**src/rtl/sobel_pixel_streamer.sv**
```systemverilog
// Raster frame-buffer reader producing a valid/ready pixel stream with sof/eol, blanking and done.
// Optional feature macro: SOBEL_STREAM_CHECKSUM_EN (16-bit per-frame pixel checksum on frame_sum).
`default_nettype none

module sobel_pixel_streamer #(
  parameter int PIX_W   = 8,
  parameter int IMG_W   = 640,
  parameter int IMG_H   = 480,
  parameter int H_BLANK = 0
) (
  input  logic                                clk,
  input  logic                                rst,
  input  logic                                start,
  output logic                                busy,
  output logic                                done,
  output logic                                mem_rd_en,
  output logic [$clog2(IMG_W*IMG_H)-1:0]      mem_addr,
  input  logic [PIX_W-1:0]                    mem_rd_data,
  output logic                                pixel_valid,
  input  logic                                pixel_ready,
  output logic [PIX_W-1:0]                    pixel_out,
  output logic                                sof,
  output logic                                eol,
  output logic [15:0]                         frame_sum
);

  localparam int NPIX = IMG_W * IMG_H;
  localparam int AW   = $clog2(NPIX);
  localparam int CW   = (IMG_W > 1) ? $clog2(IMG_W) : 1;
  localparam int RW   = (IMG_H > 1) ? $clog2(IMG_H) : 1;
  localparam int BW   = (H_BLANK > 0) ? $clog2(H_BLANK + 1) : 1;

  localparam logic [1:0] S_IDLE   = 2'd0;
  localparam logic [1:0] S_STREAM = 2'd1;
  localparam logic [1:0] S_FLUSH  = 2'd2;

  logic [1:0]       state;
  logic [AW-1:0]    addr_cnt;
  logic             inflight;
  logic [PIX_W-1:0] fifo_mem [2];
  logic             wr_ptr;
  logic             rd_ptr;
  logic [1:0]       count;
  logic [CW-1:0]    col;
  logic [RW-1:0]    row;
  logic [BW-1:0]    blank_cnt;

  logic       xfer;
  logic       last_xfer;
  logic       col_last;
  logic       row_last;
  logic       addr_last;
  logic       fifo_wr;
  logic [2:0] pending;

  assign col_last  = (col == CW'(IMG_W - 1));
  assign row_last  = (row == RW'(IMG_H - 1));
  assign addr_last = (addr_cnt == AW'(NPIX - 1));

  assign pixel_valid = (count != 2'd0) && (blank_cnt == '0);
  assign xfer        = pixel_valid && pixel_ready;
  assign last_xfer   = xfer && col_last && row_last;
  assign pixel_out   = fifo_mem[rd_ptr];
  assign sof         = pixel_valid && (row == '0) && (col == '0);
  assign eol         = pixel_valid && col_last;

  // Credits: buffered + in-flight, less the entry leaving this cycle, must stay below 2.
  assign pending   = {1'b0, count} + {2'b00, inflight} - {2'b00, xfer};
  assign mem_rd_en = (state == S_STREAM) && (pending < 3'd2);
  assign mem_addr  = addr_cnt;
  assign fifo_wr   = inflight;
  assign busy      = (state != S_IDLE);

  always_ff @(posedge clk) begin
    if (rst) begin
      state       <= S_IDLE;
      addr_cnt    <= '0;
      inflight    <= 1'b0;
      fifo_mem[0] <= '0;
      fifo_mem[1] <= '0;
      wr_ptr      <= 1'b0;
      rd_ptr      <= 1'b0;
      count       <= 2'd0;
      col         <= '0;
      row         <= '0;
      blank_cnt   <= '0;
      done        <= 1'b0;
    end else begin
      done     <= last_xfer;
      inflight <= mem_rd_en;

      case (state)
        S_IDLE: begin
          if (start) begin
            state <= S_STREAM;
          end
        end
        S_STREAM: begin
          if (mem_rd_en) begin
            if (addr_last) begin
              addr_cnt <= '0;
              state    <= S_FLUSH;
            end else begin
              addr_cnt <= addr_cnt + 1'b1;
            end
          end
        end
        S_FLUSH: begin
          if (last_xfer) begin
            state <= S_IDLE;
          end
        end
        default: state <= S_IDLE;
      endcase

      if (fifo_wr) begin
        fifo_mem[wr_ptr] <= mem_rd_data;
        wr_ptr           <= ~wr_ptr;
      end
      if (xfer) begin
        rd_ptr <= ~rd_ptr;
      end
      count <= count + {1'b0, fifo_wr} - {1'b0, xfer};

      if (xfer) begin
        if (col_last) begin
          col <= '0;
          row <= row_last ? '0 : row + 1'b1;
        end else begin
          col <= col + 1'b1;
        end
      end

      // The last line of the frame gets no trailing blank.
      if (xfer && col_last && !row_last) begin
        blank_cnt <= BW'(H_BLANK);
      end else if (blank_cnt != '0) begin
        blank_cnt <= blank_cnt - 1'b1;
      end
    end
  end

`ifdef SOBEL_STREAM_CHECKSUM_EN
  logic [15:0] acc;
  logic [15:0] sum_q;

  always_ff @(posedge clk) begin
    if (rst) begin
      acc   <= 16'd0;
      sum_q <= 16'd0;
    end else begin
      if ((state == S_IDLE) && start) begin
        acc <= 16'd0;
      end else if (xfer) begin
        acc <= acc + 16'(pixel_out);
      end
      if (last_xfer) begin
        sum_q <= acc + 16'(pixel_out);
      end
    end
  end

  assign frame_sum = sum_q;
`else
  assign frame_sum = 16'd0;
`endif

`ifndef SYNTHESIS
  a_fifo_no_overflow: assert property (@(posedge clk) disable iff (rst)
    !(fifo_wr && !xfer && (count == 2'd2)));
`endif

endmodule

`default_nettype wire

```
**config.mk**
```make
export PLATFORM = sky130hd
export DESIGN_NAME = sobel_pixel_streamer
export DESIGN_NICKNAME = d
export VERILOG_FILES = /design/src/rtl/sobel_pixel_streamer.sv
export SDC_FILE = /design/constraint.sdc
export NUM_CORES = 1
export LEC_CHECK = 0
export CORE_MARGIN = 2
export CORE_UTILIZATION = 48
export CTS_BUF_LIST = sky130_fd_sc_hd__clkbuf_8
export DETAILED_ROUTE_END_ITERATION = 12
export PLACE_DENSITY = 0.75
export SLEW_MARGIN = 25
export SYNTH_ARGS = -nofsm -noshare
export SYNTH_HDL_FRONTEND = slang
export SYNTH_SLANG_ARGS = --single-unit
```
**constraint.sdc**
```tcl
create_clock -name clk -period 4.8 [get_ports clk]
set_input_delay 0.96 -clock clk [delete_from_list [all_inputs] [get_ports clk]]
set_output_delay 0.96 -clock clk [all_outputs]
set_load 0.02 [all_outputs]
```
==> impl_summary.log, run 1 <==
INFO  metric worstMarginPinSlew = 0.793 ns
INFO  metric detail_route.drc_violations = 0
INFO  metric layout.cell_area.non_filler = 0.00391 mm^2
INFO  metric cell_internal_power = 894 uW
INFO  metric synth-main-ff-cell = dfxtp_1
INFO  metric die-width = 86.8 um
INFO  metric fp-row-count = 30
INFO  metric post-route-min-period = 4.53 ns
INFO  metric highest_clock_rate = 221 MHz
INFO  metric multi_input_area = 0.00166 mm^2
INFO  metric crit_path_end = mem_rd_en
INFO  metric post_synth_main_area_contributors = dfxtp_1, edfxtp_1, buf_4
INFO  metric ios = 61
INFO  metric drt-wirelength-per-cell = 13.7 um
INFO  metric vdd_drop_max = 0.000133 V
INFO  metric seqCellArea = 0.00144 mm^2
INFO  metric finalHoldViolCount = 0
INFO  metric syn_inst = 349
INFO  metric total_switching_power = 386 uW
INFO  metric grt-ovfl-total = 0
INFO  metric startpoint_type = input port
INFO  metric worst-setup-path-type = input port to output port
INFO  metric setup_violations = 0
INFO  metric async_reset_ff_share = 0%
INFO  metric clockRootBuffer = clkbuf_8
INFO  metric setup.worst_path.end_class = output port
INFO  metric initial_antenna_violation_count = 0
INFO  metric avgSynthCellArea = 9.43 um^2
INFO  metric seq_total_area_yosys = 43.8%
INFO  metric timing.setup.tns = 0 ns
INFO  metric crit_family = buffers and inverters
INFO  metric slew_headroom = 46.7%
INFO  metric timing.max_cap.violations = 0
INFO  metric cts_buffers = 9
INFO  metric drt-initial-drc-count = 119
INFO  metric timing.reg2reg.worst_path_depth = 13
INFO  metric route.detailed.vias_per_inst = 5.45
INFO  metric rsz0062_at_grt = false
INFO  metric netlist-cell-type-count = 52
INFO  metric detailed_place_hpwl = 4.64 mm
INFO  metric clk_transition_reported_paths = 0.07 ns
INFO  metric buffer_levels_on_the_longest_clock_path = 2
INFO  metric fillerInstances = 585
INFO  metric crit_cells = 11
INFO  metric post_cts.repair.setup_buffers = 0
INFO  metric worst-endpoint-required = 3.84 ns
INFO  metric dpl_cell_area = 0.00375 mm^2
INFO  metric tritoncts = yes
INFO  metric synth_top_cell_by_area = dfxtp_1
INFO  metric cp.buffers_inverters = 5
INFO  metric cts_repair_resize_count = 0
INFO  metric worst-r2r-setup-slack = 1.42 ns
INFO  metric clock_sinks = 64
INFO  metric status = complete, no violations
INFO  metric crit-reg2reg-launch = count[1]$_SDFF_PP0_
INFO  metric synth_seq_cells = 64
INFO  metric detailedRoute.firstPassIterationCount = 4
INFO  metric start_util = 49.0%
INFO  metric synth_enable_flop_cells = 16
INFO  metric seq_power_share = 47.6%
INFO  metric fp.dieArea = 0.00754 mm^2
INFO  metric cts.hold.buffers_added = 0
INFO  metric post_synth_instance_area = 0.00329 mm^2
INFO  metric clock_latency = 0.34 ns
INFO  metric grt_first_pass_wirelength = 10.8 mm
INFO  metric p_sw_share = 30.2%
INFO  metric antennaDiodeCount = 0
INFO  metric synth_largest_type_area_fraction = 29.2%
INFO  metric gpl.final_weighted_congestion = 0.821
INFO  metric max_stage_delay = 0.62 ns
INFO  metric largest_net_degree_at_the_start_of_global_routing = 36
INFO  metric timing.rr.end = mem_addr[16]$_SDFFE_PP0P_
INFO  metric layout_worst_path_cycle_share = 94.4%
INFO  metric final_layout_size_suffix_gt1_share = 11.2%
INFO  metric clock_power_share = 30.5%
INFO  metric combinationalPowerShare = 21.9%
INFO  metric crit_chain = clkdlybuf4s50_1 > nand2_2 > inv_1 > ha_1 > inv_1 > ha_1 > fa_1 > nor3b_4 > nand2_1 > inv_1 > clkdlybuf4s50_1
INFO  metric postRouteWirelength = 6.61 mm
INFO  metric worst-endpoint-arrival = 3.57 ns
INFO  metric worst-path-max-fanout = 3
INFO  metric power_density = 327 mW/mm^2
INFO  metric critPathSlowestCell = clkdlybuf4s50_1
INFO  metric fp.dieH = 86.8 um
INFO  metric worst_hold_path_type = flop to flop
INFO  metric ys_warn_count = 0
INFO  metric power.leakage = 0.00141 uW
INFO  metric route.vias.total = 2630
INFO  metric final_net_count = 418
INFO  metric timing.clock.skew = 0.00532 ns
INFO  metric worstSetupStartpoint = pixel_ready
INFO  metric htree_levels = 3
INFO  metric coreArea = 0.00672 mm^2
INFO  metric area.growth.synth_to_final = 18.9%
INFO  metric drtAntennaViolNets = 0
INFO  metric port_buffers = 44
INFO  metric path_common_cell = inv_1
INFO  metric timing.final.max_slew_violations = 0
INFO  metric grt_use_total = 17.9%
INFO  metric first_global_vias = 2462
-- power by group through the flow --
stage | combinational (uW) | sequential [uW] | clock [uW]
2_1_floorplan | 188 | 618 | 0
3_3_place_gp | 273 | 620 | 0
3_5_place_dp | 280 | 622 | 0
4_1_cts | 282 | 610 | 398
5_1_grt | 303 | 614 | 415
6_report | 280 | 609 | 391
-- registers in the layout, indices dropped and copies added, names as in the netlist, 2 cells and up, named ones only --
register  count
row           9
mem_addr     19
fifo_mem     16
count         2
col          10
state         2
-- layout make-up --
| cell class | instances | share of cell area, % |
|---|---|---|
| multi-input cells | 257 | 42.4 |
| inverters | 15 | 1.44 |
| well taps | 80 | 2.56 |
| repair buffers | 51 | 12.6 |
| clock inverters | 7 | 0.991 |
| flip-flops and latches | 64 | 36.8 |
| clock buffers | 9 | 3.17 |
-- routing by layer --
layer  share of wire (%)  vias up  global-route usage, %
li1                    -     1321                      -
met1                  47     1229                   23.2
met2                  47       67                   29.1
met3                 4.1       13                   3.33
met4                 1.9        0                   8.10
met5                   0        -                      0
-- worst min-delay path: stages, from the launching register on --
cell	delay, ns
dfxtp_1	0.34
nand2_1	0.06
a21oi_1	0.06
-- stage by stage --
stage | std cells | hold WS [ns] | total power, uW | worst slack, ns | util [%]
6_report | 483 | 0.500 | 1280 | 0.270 | 58.2
5_1_grt | 483 | 0.532 | 1330 | 0.168 | 58.2
4_1_cts | 483 | 0.494 | 1290 | 0.266 | 58.2
3_5_place_dp | 467 | 0.483 | 902 | 0.266 | 55.8
3_3_place_gp | 467 | 0.474 | 893 | 0.329 | 55.8
2_1_floorplan | 365 | 0.461 | 806 | 0.842 | -
-- synth_stat cells (11+ instances only) --
master	count
dfxtp_1	48
nor2_1	24
edfxtp_1	16
inv_1	15
o21ai_0	13
and2_1	20
buf_4	17
nand3_1	15
nand4_1	12
xor2_1	11
a21oi_1	20
nand2_1	20
-- kinds of logic after synthesis --
kind of cell	share of synthesized area, %
AOI/OAI and AO/OA	11.0
xor gates and xnor gates	4.56
adders and majority gates	3.27
buffers and inverters	7.64
DFF	43.8
muxes	2.74
other	0.114
and+or+nand+nor	26.9
-- how the worst min path moves through the flow --
stage                              startpoint             endpoint  slack (ns)  depth (start not counted)
after floorplan           row[8]$_SDFFE_PP0N_  row[8]$_SDFFE_PP0N_        0.46                          2
after global placement    col[1]$_SDFFE_PP0P_  col[1]$_SDFFE_PP0P_        0.47                          2
after detailed placement  col[1]$_SDFFE_PP0P_  col[1]$_SDFFE_PP0P_        0.48                          2
after CTS                 col[1]$_SDFFE_PP0P_  col[1]$_SDFFE_PP0P_        0.49                          2
after global routing      row[8]$_SDFFE_PP0N_  row[8]$_SDFFE_PP0N_        0.53                          2
final                     col[1]$_SDFFE_PP0P_  col[1]$_SDFFE_PP0P_        0.50                          2
-- placed cells by master, fill, tap and decap left out, types with 3 or more instances in the layout --
master           netlist  final
mux2_2                 8      8
or4_1                 10     10
nand4_1               12     12
nor2_1                24     24
o21ai_0               13     13
ha_1                   7      7
or3_2                  3      3
xor2_1                11     11
conb_1                 1     17
and4_1                 4      4
nor3_1                 5      5
clkdlybuf4s50_1        0     44
a21oi_1               20     20
or2_2                  3      3
edfxtp_1              16     16
a21o_1                 3      3
nand3_1               15     15
xnor2_1                3      3
dfxtp_1               48     48
clkbuf_8               0      9
inv_1                 15     15
nor4_1                 4      4
o31ai_1                8      8
nand2_1               20     20
o211ai_1               3      3
buf_4                 17      7
and3_1                 9      9
clkinv_1               0      3
or3_1                  8      8
clkinvlp_4             0      3
and2_1                20     20
Note: power is estimated with default switching activity, not from simulation.
==> inputs of run 2 (changes only) <==
--- a/config.mk
+++ b/config.mk
@@ -5,6 +5,7 @@
 export SDC_FILE = /design/constraint.sdc
 export NUM_CORES = 1
 export LEC_CHECK = 0
+export CORE_ASPECT_RATIO = 2
 export CORE_MARGIN = 2
 export CORE_UTILIZATION = 48
 export CTS_BUF_LIST = sky130_fd_sc_hd__clkbuf_8
==> constraint.sdc (replaced) <==
create_clock -name clk -period 4.3 [get_ports clk]
set_input_delay 0.86 -clock clk [delete_from_list [all_inputs] [get_ports clk]]
set_output_delay 0.86 -clock clk [all_outputs]
set_load 0.02 [all_outputs]
==> run 2 against run 1 <==
  * Via count rose by 3.4%
  * Sequential share of layout area fell by 0.95 points
  * Clock skew barely moved
  * Utilization rose by 2.4 points
  * Combinational power rose by 14%
  * Worst hold slack got worse by 0.0035 ns
  * Highest routed layer unchanged
==> impl_summary.log, run 2 (synthesized netlist as in run 1, its figures left out) <==
INFO  metric status = complete, no violations
INFO  metric first_global_vias = 2670
INFO  metric worst-endpoint-required = 3.44 ns
INFO  metric post_cts.repair.setup_buffers = 0
INFO  metric route.vias.total = 2719
INFO  metric final_net_count = 421
INFO  metric tritoncts = yes
INFO  metric clock_power_share = 38.0%
INFO  metric initial_antenna_violation_count = 0
INFO  metric timing.clock.skew = 0.00536 ns
INFO  metric seqCellArea = 0.00144 mm^2
INFO  metric fp.dieArea = 0.00758 mm^2
INFO  metric post-route-min-period = 4.04 ns
INFO  metric fillerInstances = 612
INFO  metric worst-setup-path-type = input port to output port
INFO  metric cts.hold.buffers_added = 0
INFO  metric layout_worst_path_cycle_share = 93.9%
INFO  metric vdd_drop_max = 0.000253 V
INFO  metric combinationalPowerShare = 19.7%
INFO  metric gpl.final_weighted_congestion = 0.881
INFO  metric drt-initial-drc-count = 144
INFO  metric worst_hold_path_type = flop to flop
INFO  metric multi_input_area = 0.00166 mm^2
INFO  metric drt-wirelength-per-cell = 14.4 um
INFO  metric clockRootBuffer = clkbuf_8
INFO  metric die-width = 62.6 um
INFO  metric detailedRoute.firstPassIterationCount = 4
INFO  metric startpoint_type = input port
INFO  metric fp.dieH = 121 um
INFO  metric commonest_non_fill_non_tap_cell_in_the_layout = dfxtp_1
INFO  metric coreArea = 0.00662 mm^2
INFO  metric grt-ovfl-total = 0
INFO  metric rsz0062_at_grt = false
INFO  metric total_power = 1610 uW
INFO  metric finalHoldViolCount = 0
INFO  metric largest_net_degree_at_the_start_of_global_routing = 36
INFO  metric worst-endpoint-arrival = 3.18 ns
INFO  metric timing.max_cap.violations = 0
INFO  metric setup.worst_path.end_class = output port
INFO  metric cts_buffers = 9
INFO  metric cell_internal_power = 1180 uW
INFO  metric ios = 61
INFO  metric postRouteWirelength = 7.12 mm
INFO  metric seq_power_share = 42.3%
INFO  metric power.leakage = 0.00147 uW
INFO  metric slew_headroom = 50.9%
INFO  metric final.hold.worst_slack = 0.496 ns
INFO  metric start_util = 49.7%
INFO  metric grt_use_total = 20.1%
INFO  metric fp-row-count = 42
INFO  metric worstMarginPinSlew = 0.731 ns
INFO  metric largest_reg_flops = 19
INFO  metric worst-path-max-fanout = 4
INFO  metric highest_clock_rate = 248 MHz
INFO  metric timing.setup.tns = 0 ns
INFO  metric most-common-layout-cells = dfxtp_1, clkdlybuf4s50_1, nor2_1
INFO  metric total_switching_power = 431 uW
INFO  metric power_density = 401 mW/mm^2
INFO  metric timing.final.max_slew_violations = 0
INFO  metric grt_first_pass_wirelength = 11.9 mm
INFO  metric area.growth.synth_to_final = 22.0%
INFO  metric clock_latency = 0.34 ns
INFO  metric antennaDiodeCount = 0
INFO  metric detail_route.drc_violations = 0
INFO  metric route.detailed.vias_per_inst = 5.50
INFO  metric p_sw_share = 26.8%
INFO  metric final_layout_size_suffix_gt1_share = 12.3%
INFO  metric htree_levels = 3
INFO  metric detailed_place_hpwl = 5.19 mm
INFO  metric buffer_levels_on_the_longest_clock_path = 2
INFO  metric setup_violations = 0
INFO  metric clock_sinks = 64
INFO  metric port_buffers = 44
INFO  metric clk_transition_reported_paths = 0.07 ns
INFO  metric drtAntennaViolNets = 0
-- run 2: cell types whose count changed in the layout (fill, tap and decap cells not counted) --
cell and change:
buf_4 +3, bufinv_16 +3, clkinv_1 -3, clkinvlp_4 -2, clkdlybuf4s50_1 -1, clkinv_2 +1
dlygate4sd2_1 +1, inv_1 +1
-- run 2: worst max-delay path: stages --
cell and delay (ns):
clkdlybuf4s50_1 0.47, nand2_2 0.10, inv_1 0.04, ha_1 0.27, inv_1 0.04, ha_1 0.18, fa_1 0.50, nor3b_4 0.21
nand2_1 0.09, inv_1 0.07, dlygate4sd2_1 0.34
-- run 2: power groups by stage --
stage	Clock, uW	Sequential (uW)	Combinational [uW]
global route	649	685	346
floorplan	0	689	210
CTS	626	681	320
global placement	0	692	313
detailed placement	0	694	320
finish	611	680	318
-- run 2: layout make-up --
class	instances	share of cell area (%)
clock buffer	9	3.08
clock inverter	7	2.77
inverter	15	1.40
multi-input combinational	257	41.3
sequential	64	35.9
tap	88	2.74
timing repair buffer	54	12.8
-- run 2: timing repair --
| action | CTS | global route |
|---|---|---|
| endpoints found under the hold margin | 0 | 0 |
| endpoints found under the setup margin | 1 | 0 |
| gates resized for setup | 1 | 0 |
-- run 2: final timing paths --
kind / slack, ns / to / depth (start not counted) / start
max: 0.26 / mem_rd_en / 11 / pixel_ready
min: 0.50 / col[9]$_SDFFE_PP0P_ / 2 / col[9]$_SDFFE_PP0P_
max reg2reg: 1.06 / mem_addr[16]$_SDFFE_PP0P_ / 12 / count[1]$_SDFF_PP0_
min reg2reg: 0.50 / col[9]$_SDFFE_PP0P_ / 2 / col[9]$_SDFFE_PP0P_
-- run 2: stage by stage --
step / utilization, % / std cells / setup slack, ns / instance area (um^2)
after floorplan: - / 365 / 0.542 / 3350
after global placement: 57.1 / 478 / 0.0338 / 3780
after detailed placement: 57.1 / 478 / -0.0123 / 3780
after CTS: 60.7 / 494 / 0.252 / 4020
after global routing: 60.7 / 494 / 0.109 / 4020
final: 60.7 / 494 / 0.264 / 4020
-- run 2: metal layers --
metal	track usage, %	vias to the layer above	wire (um)
li1	-	1325	-
met1	19.5	1295	2650
met2	36.9	75	3950
met3	5.01	24	239
met4	13.2	0	283
met5	0	-	0
==> edit 1 (settings of run 2) <==
Set the parameter `IMG_H` to 960 (it was 480).
--- a/src/rtl/sobel_pixel_streamer.sv
+++ b/src/rtl/sobel_pixel_streamer.sv
@@ -5,7 +5,7 @@
 module sobel_pixel_streamer #(
   parameter int PIX_W   = 8,
   parameter int IMG_W   = 640,
-  parameter int IMG_H   = 480,
+  parameter int IMG_H   = 960,
   parameter int H_BLANK = 0
 ) (
   input  logic                                clk,
Ports: changed (resized mem_addr); port bits go from 61 to 62. No check against the original RTL was run, so the function may have changed too.
==> edit 1 against run 2 <==
  * Via count is 11% lower
  * Sequential cell count is 2 higher
  * Die area is 3.0% lower
  * Cell area is 1.6% lower
  * Worst setup slack worse by 120 ps
  * Utilization hardly changed
  * Clock power is 1% higher
  * Combinational power is 4% lower
  * Total power is 0.51% higher
  * Critical path depth stayed put
  * Synthesized area is 3.2% lower
  * Routed wire length is 14% lower
  * Largest power group unchanged
==> edit 1: results (changes against run 2) <==
| Step | Item | Value | Delta |
| --- | --- | --- | --- |
| timing | Worst Max-Slew Pin Slew | 763.0 ps | was 730.6 ps |
| layout | Final core utilization | 60.66% | about the same |
| cts | Clock slew at the register clock pins of the worst setup and hold paths | 70 ps | about the same |
| pwr | Max rail drop VDD | 0.3353 mV | was 0.2531 mV |
| drt | Drt wl/cell | 12.69 microns | was 14.42 microns |
| pwr | Power consumed by combinational cells | 0.304 mW | was 0.318 mW |
| grt | Largest net degree at the start of global routing | 35 | was 36 |
| drt | Total via count after detailed routing | 2422 | was 2719 |
| worst setup path | R2R Path End | mem_addr[11] | was mem_addr[16] |
| timing | Worst-case setup margin in the final layout | 148.0 ps | was 264.1 ps |
| layout | Fraction of layout cells with a size suffix above 1 | 11.59% | was 12.32% |
| pwr | Clock power frac | 38.1% | was 38.0% |
| status | Run status | finished clean | unchanged |
| place | Dpl hpwl | 4501 microns | was 5188 microns |
| place | Count of buffers from port buffering | 45 | was 44 |
| worst setup path | Data arrival time of the worst path | 3290 ps | was 3180 ps |
| place | Cell area reported after detailed placement | 3714 sq um | was 3782 sq um |
| layout | Largest register FFs | 20 | was 19 |
| grt | Antenna violations before repair | 0 | unchanged |
| hold path | Min-delay src | state[1] | was col[9] |
| grt | Overall track demand over capacity in global routing | 18.33% | was 20.09% |
| place | RD Place Congestion | 0.8602 | was 0.8806 |
| pwr | Comb power frac | 18.8% | was 19.7% |
| worst setup path | Startpoint of the most critical setup path | pixel_ready | unchanged |
| timing | Worst clock skew | 9.256 ps | was 5.362 ps |
| synth | Cell types with the highest counts after synthesis | dfxtp_1, nor2_1, nand2_1, nand3_1, xor2_1 | was dfxtp_1, nor2_1, a21oi_1, and2_1, nand2_1 |
| synth | Synthesized area per cell | 9.488 sq um | was 9.432 sq um |
| layout | Total of fill cells in the finished design | 614 | was 612 |
| place | Cells after DPL | 469 | was 478 |
| synth | Sequential-to-total area share from yosys stat | 46.47% | was 43.79% |
| pwr | Leakage power summed over all cells | 1.482 nW | was 1.475 nW |
| pwr | Switching share of total power | 25.83% | was 26.77% |
| place | Post-Place Worst Slack | -298.3 ps | was -12.25 ps |
| synth | Unique cell type count in the Yosys netlist | 42 | was 52 |
| worst setup path | Depth of the worst register-to-register path | 13 | was 12 |
| layout | Number of nets in the layout | 412 | was 421 |
| grt | Via count of the first global-routing pass | 2307 | was 2670 |
| grt | Wire length of the first global-routing pass | 10270 microns | was 11910 microns |
| drt | Routed wire length | 6153 microns | was 7122 microns |
| worst setup path | Critical Path Sink | mem_rd_en | unchanged |
| worst setup path | Maximum net fanout on the critical path | 3 | was 4 |
| drt | DRT iter0 DRCs | 102 | was 144 |
| synth | Ranking of synthesized cells by area | dfxtp_1, edfxtp_1, xor2_1 | was dfxtp_1, edfxtp_1, buf_4 |
-- edit 1: kinds of logic (layout without fill, tap and decap cells) --
| kind of cell | count (synthesis) | in the layout | synth area share [%] |
|---|---|---|---|
| other | 1 | 17 | 0.1176 |
| adders and majority gates | 8 | 8 | 3.375 |
| DFF | 66 | 66 | 46.47 |
| xor gates and xnor gates | 35 | 35 | 9.851 |
| AOI/OAI and AO/OA | 16 | 16 | 3.022 |
| muxes | 8 | 8 | 2.826 |
| and+or+nand+nor | 163 | 163 | 27.71 |
| buffers and inverters | 39 | 84 | 6.632 |
-- edit 1: layer usage --
layer	track usage (%)	routed length, microns	up-vias
met4	8.644	115	0
li1	-	-	1224
met1	22.59	2691	1125
met3	5.320	291	9
met2	28.42	3055	64
met5	0	0	-
-- edit 1: worst min-delay path by stage --
stage / to / slack, ps / cells past startpoint
floorplan: state[0] / 440 / 1
global route: col[0] / 510 / 2
CTS: state[0] / 490 / 1
detailed placement: state[0] / 480 / 1
global placement: state[0] / 460 / 1
finish: state[0] / 490 / 1
-- edit 1: area by class of cell --
type | instances | share of cell area [%]
well taps | 88 | 2.786
clock inverters | 7 | 2.976
inverters | 15 | 1.425
clock buffers | 9 | 3.134
repair buffers | 53 | 12.79
flip-flops and latches | 66 | 37.48
multi-input cells | 247 | 39.41
-- edit 1: critical path: stages --
cell and delay, ps:
clkdlybuf4s50_1 450, nand2_2 100, clkinv_1 90, ha_1 280, inv_1 40, ha_1 180, fa_1 450, or3b_4 380
or2_0 240, inv_2 70, buf_2 150
-- edit 1: timing repair --
action | CTS | global route
gates cloned | 0 | 0
endpoints found under the setup margin | 1 | 1
gates resized for setup | 3 | 2
pin swaps | 0 | 0
==> edit 2 (config.mk and constraints of run 2) <==
Made on the original files. Compare `addr_cnt` against `AW'(NPIX - 1)` with >= in place of ==.
--- a/src/rtl/sobel_pixel_streamer.sv
+++ b/src/rtl/sobel_pixel_streamer.sv
@@ -55,7 +55,7 @@
 
   assign col_last  = (col == CW'(IMG_W - 1));
   assign row_last  = (row == RW'(IMG_H - 1));
-  assign addr_last = (addr_cnt == AW'(NPIX - 1));
+  assign addr_last = (addr_cnt >= AW'(NPIX - 1));
 
   assign pixel_valid = (count != 2'd0) && (blank_cnt == '0);
   assign xfer        = pixel_valid && pixel_ready;
Behaviour: same outputs for any inputs over 10 cycles, from zero or initial values and one cycle with rst high; that may be too few to reach the edited logic, so the function may still have changed.
==> edit 2 against run 2 <==
  * Register-to-register slack better by 30 ps
  * Synthesized cell count up 2.6%
  * Highest routed layer unchanged
  * Critical endpoint unchanged
  * Maximum frequency down 4.4%
  * Cell area down 2.1%
  * Worst setup slack worse by 180 ps
  * Total power down 21%
  * Critical path depth unchanged
  * Routed wire length about the same
  * Via count down 1.1%
  * Synthesized area up 0.27%
  * Non-clock buffer count down 3
  * Clock skew down 0.71 ps
  * Sequential cell count unchanged
==> edit 2: results (changes against run 2) <==
| Step | Item | Value | Delta |
| --- | --- | --- | --- |
| drt | Routed wire length | 7121 microns | was 7122 microns |
| drt | DRT iter0 DRCs | 101 | was 144 |
| pwr | Max rail drop VDD | 0.2115 mV | was 0.2531 mV |
| timing | Worst clock skew | 4.652 ps | was 5.362 ps |
| layout | Fraction of layout cells with a size suffix above 1 | 11.19% | was 12.32% |
| grt | Global routing met2 resource utilization | 36.09% | was 36.90% |
| grt | Met1 Resource Use GR | 19.33% | was 19.47% |
| synth | Unique cell type count in the Yosys netlist | 54 | was 52 |
| status | Run status | finished clean | unchanged |
| worst setup path | Data arrival time of the worst path | 3360 ps | was 3180 ps |
| timing | Fin Hold WS | 505.7 ps | was 496.4 ps |
| layout | Number of nets in the layout | 426 | was 421 |
| grt | Wire length of the first global-routing pass | 11500 microns | was 11910 microns |
| cts | Number of H-tree levels | 3 | unchanged |
| cts | Clock slew at the register clock pins of the worst setup and hold paths | 70 ps | about the same |
| pwr | Leakage power summed over all cells | 1.445 nW | was 1.475 nW |
| synth | Sequential-to-total area share from yosys stat | 43.67% | was 43.79% |
| place | Dpl hpwl | 5127 microns | was 5188 microns |
| place | RD Place Congestion | 0.8543 | was 0.8806 |
| grt | GRT met3 Usage | 4.638% | was 5.009% |
| worst setup path | Maximum net fanout on the critical path | 2 | was 4 |
| synth | Ranking of synthesized cells by area | dfxtp_1, edfxtp_1, buf_4 | unchanged |
| timing | Headroom to the max-slew limit | 34.02% | was 50.92% |
| worst setup path | Critical path's largest stage delay | 540 ps | was 500 ps |
| worst setup path | Highest-delay cell along the critical path | or4b_4 | was fa_1 |
| grt | Via count of the first global-routing pass | 2532 | was 2670 |
| worst setup path | Setup slack of the most critical reg-to-reg path | 1090 ps | was 1060 ps |
| cts | Number of buffers between clock root and the deepest sink | 2 | unchanged |
| synth | Cell types with the highest counts after synthesis | dfxtp_1, nor2_1, nand2_1, nand3_1, and2_1 | was dfxtp_1, nor2_1, a21oi_1, and2_1, nand2_1 |
| pwr | Switching share of total power | 28.03% | was 26.77% |
| drt | Total via count after detailed routing | 2688 | was 2719 |
| grt | Largest net degree at the start of global routing | 43 | was 36 |
edit 2: cell types whose count changed after synthesis, sizes merged, moves of 9 or more:
| cell | delta |
|---|---|
| nor3 | +14 |
| nand3 | +9 |
| nor2 | +11 |
| a21oi | -12 |
| nand2 | +10 |
| or3 | -12 |
| o21ai | -9 |
| or4 | -10 |
edit 2: final timing paths:
kind,from,to,depth (start not counted)
min,mem_addr[0],mem_addr[0],2
max reg2reg,count[1],mem_addr[13],14
min reg2reg,mem_addr[0],mem_addr[0],2
max,pixel_ready,mem_rd_en,11
edit 2: final cells by class:
class / count / area, sq um
clock inverters: 7 / 40.04
clock buffers: 9 / 123.9
inverters: 13 / 62.56
repair buffers: 51 / 493.0
multi-input cells: 267 / 1660
well taps: 88 / 110.1
flip-flops and latches: 64 / 1441
fillers: 607 / 2690
edit 2: power groups by stage:
stage               Sequential (mW)  Combinational (mW)  Clock, mW
global route                  0.654               0.206      0.470
global placement              0.663               0.188          0
floorplan                     0.663               0.136          0
detailed placement            0.665               0.189          0
finish                        0.651               0.190      0.437
CTS                           0.651               0.191      0.450
edit 2: layer usage:
| metal | up-vias | part of all wire, % | wire [microns] |
|---|---|---|---|
| li1 | 1318 | - | - |
| met1 | 1287 | 38 | 2675 |
| met2 | 65 | 56 | 3956 |
| met3 | 18 | 3.8 | 273 |
| met4 | 0 | 3.0 | 215 |
| met5 | - | 0 | 0 |
edit 2: stage by stage:
step / power, mW / cells / instance area, sq um / setup slack (ps)
floorplan: 0.7994 / 374 / 3361 / 459.1
global placement: 0.8510 / 483 / 3764 / -283.9
detailed placement: 0.8541 / 483 / 3764 / -301.1
CTS: 1.292 / 499 / 3930 / 40.96
global route: 1.330 / 499 / 3931 / 11.83
finish: 1.278 / 499 / 3931 / 80.31
edit 2: cell families (layout without fill, tap and decap cells):
group / after synthesis / in the layout / synth area share (%)
xor gates and xnor gates: 23 / 23 / 6.103
adders and majority gates: 8 / 8 / 3.260
DFF: 64 / 64 / 43.67
other: 1 / 17 / 0.1136
and+or+nand+nor: 177 / 177 / 29.27
buffers and inverters: 43 / 80 / 7.961
AOI/OAI and AO/OA: 34 / 34 / 6.899
muxes: 8 / 8 / 2.729
edit 2: timing repair:
| action | 4_1_cts | 5_1_grt |
|---|---|---|
| setup endpoints to repair | 1 | 1 |
| buffers inserted | 0 | 0 |
| gates resized for setup | 2 | 1 |
edit 2: worst max-delay path: cells and delay by family:
kind	cells	cell delay (ps)
buf+inv	5	880
fa+ha+maj	3	830
xor+xnor	1	150
simple gates	2	650
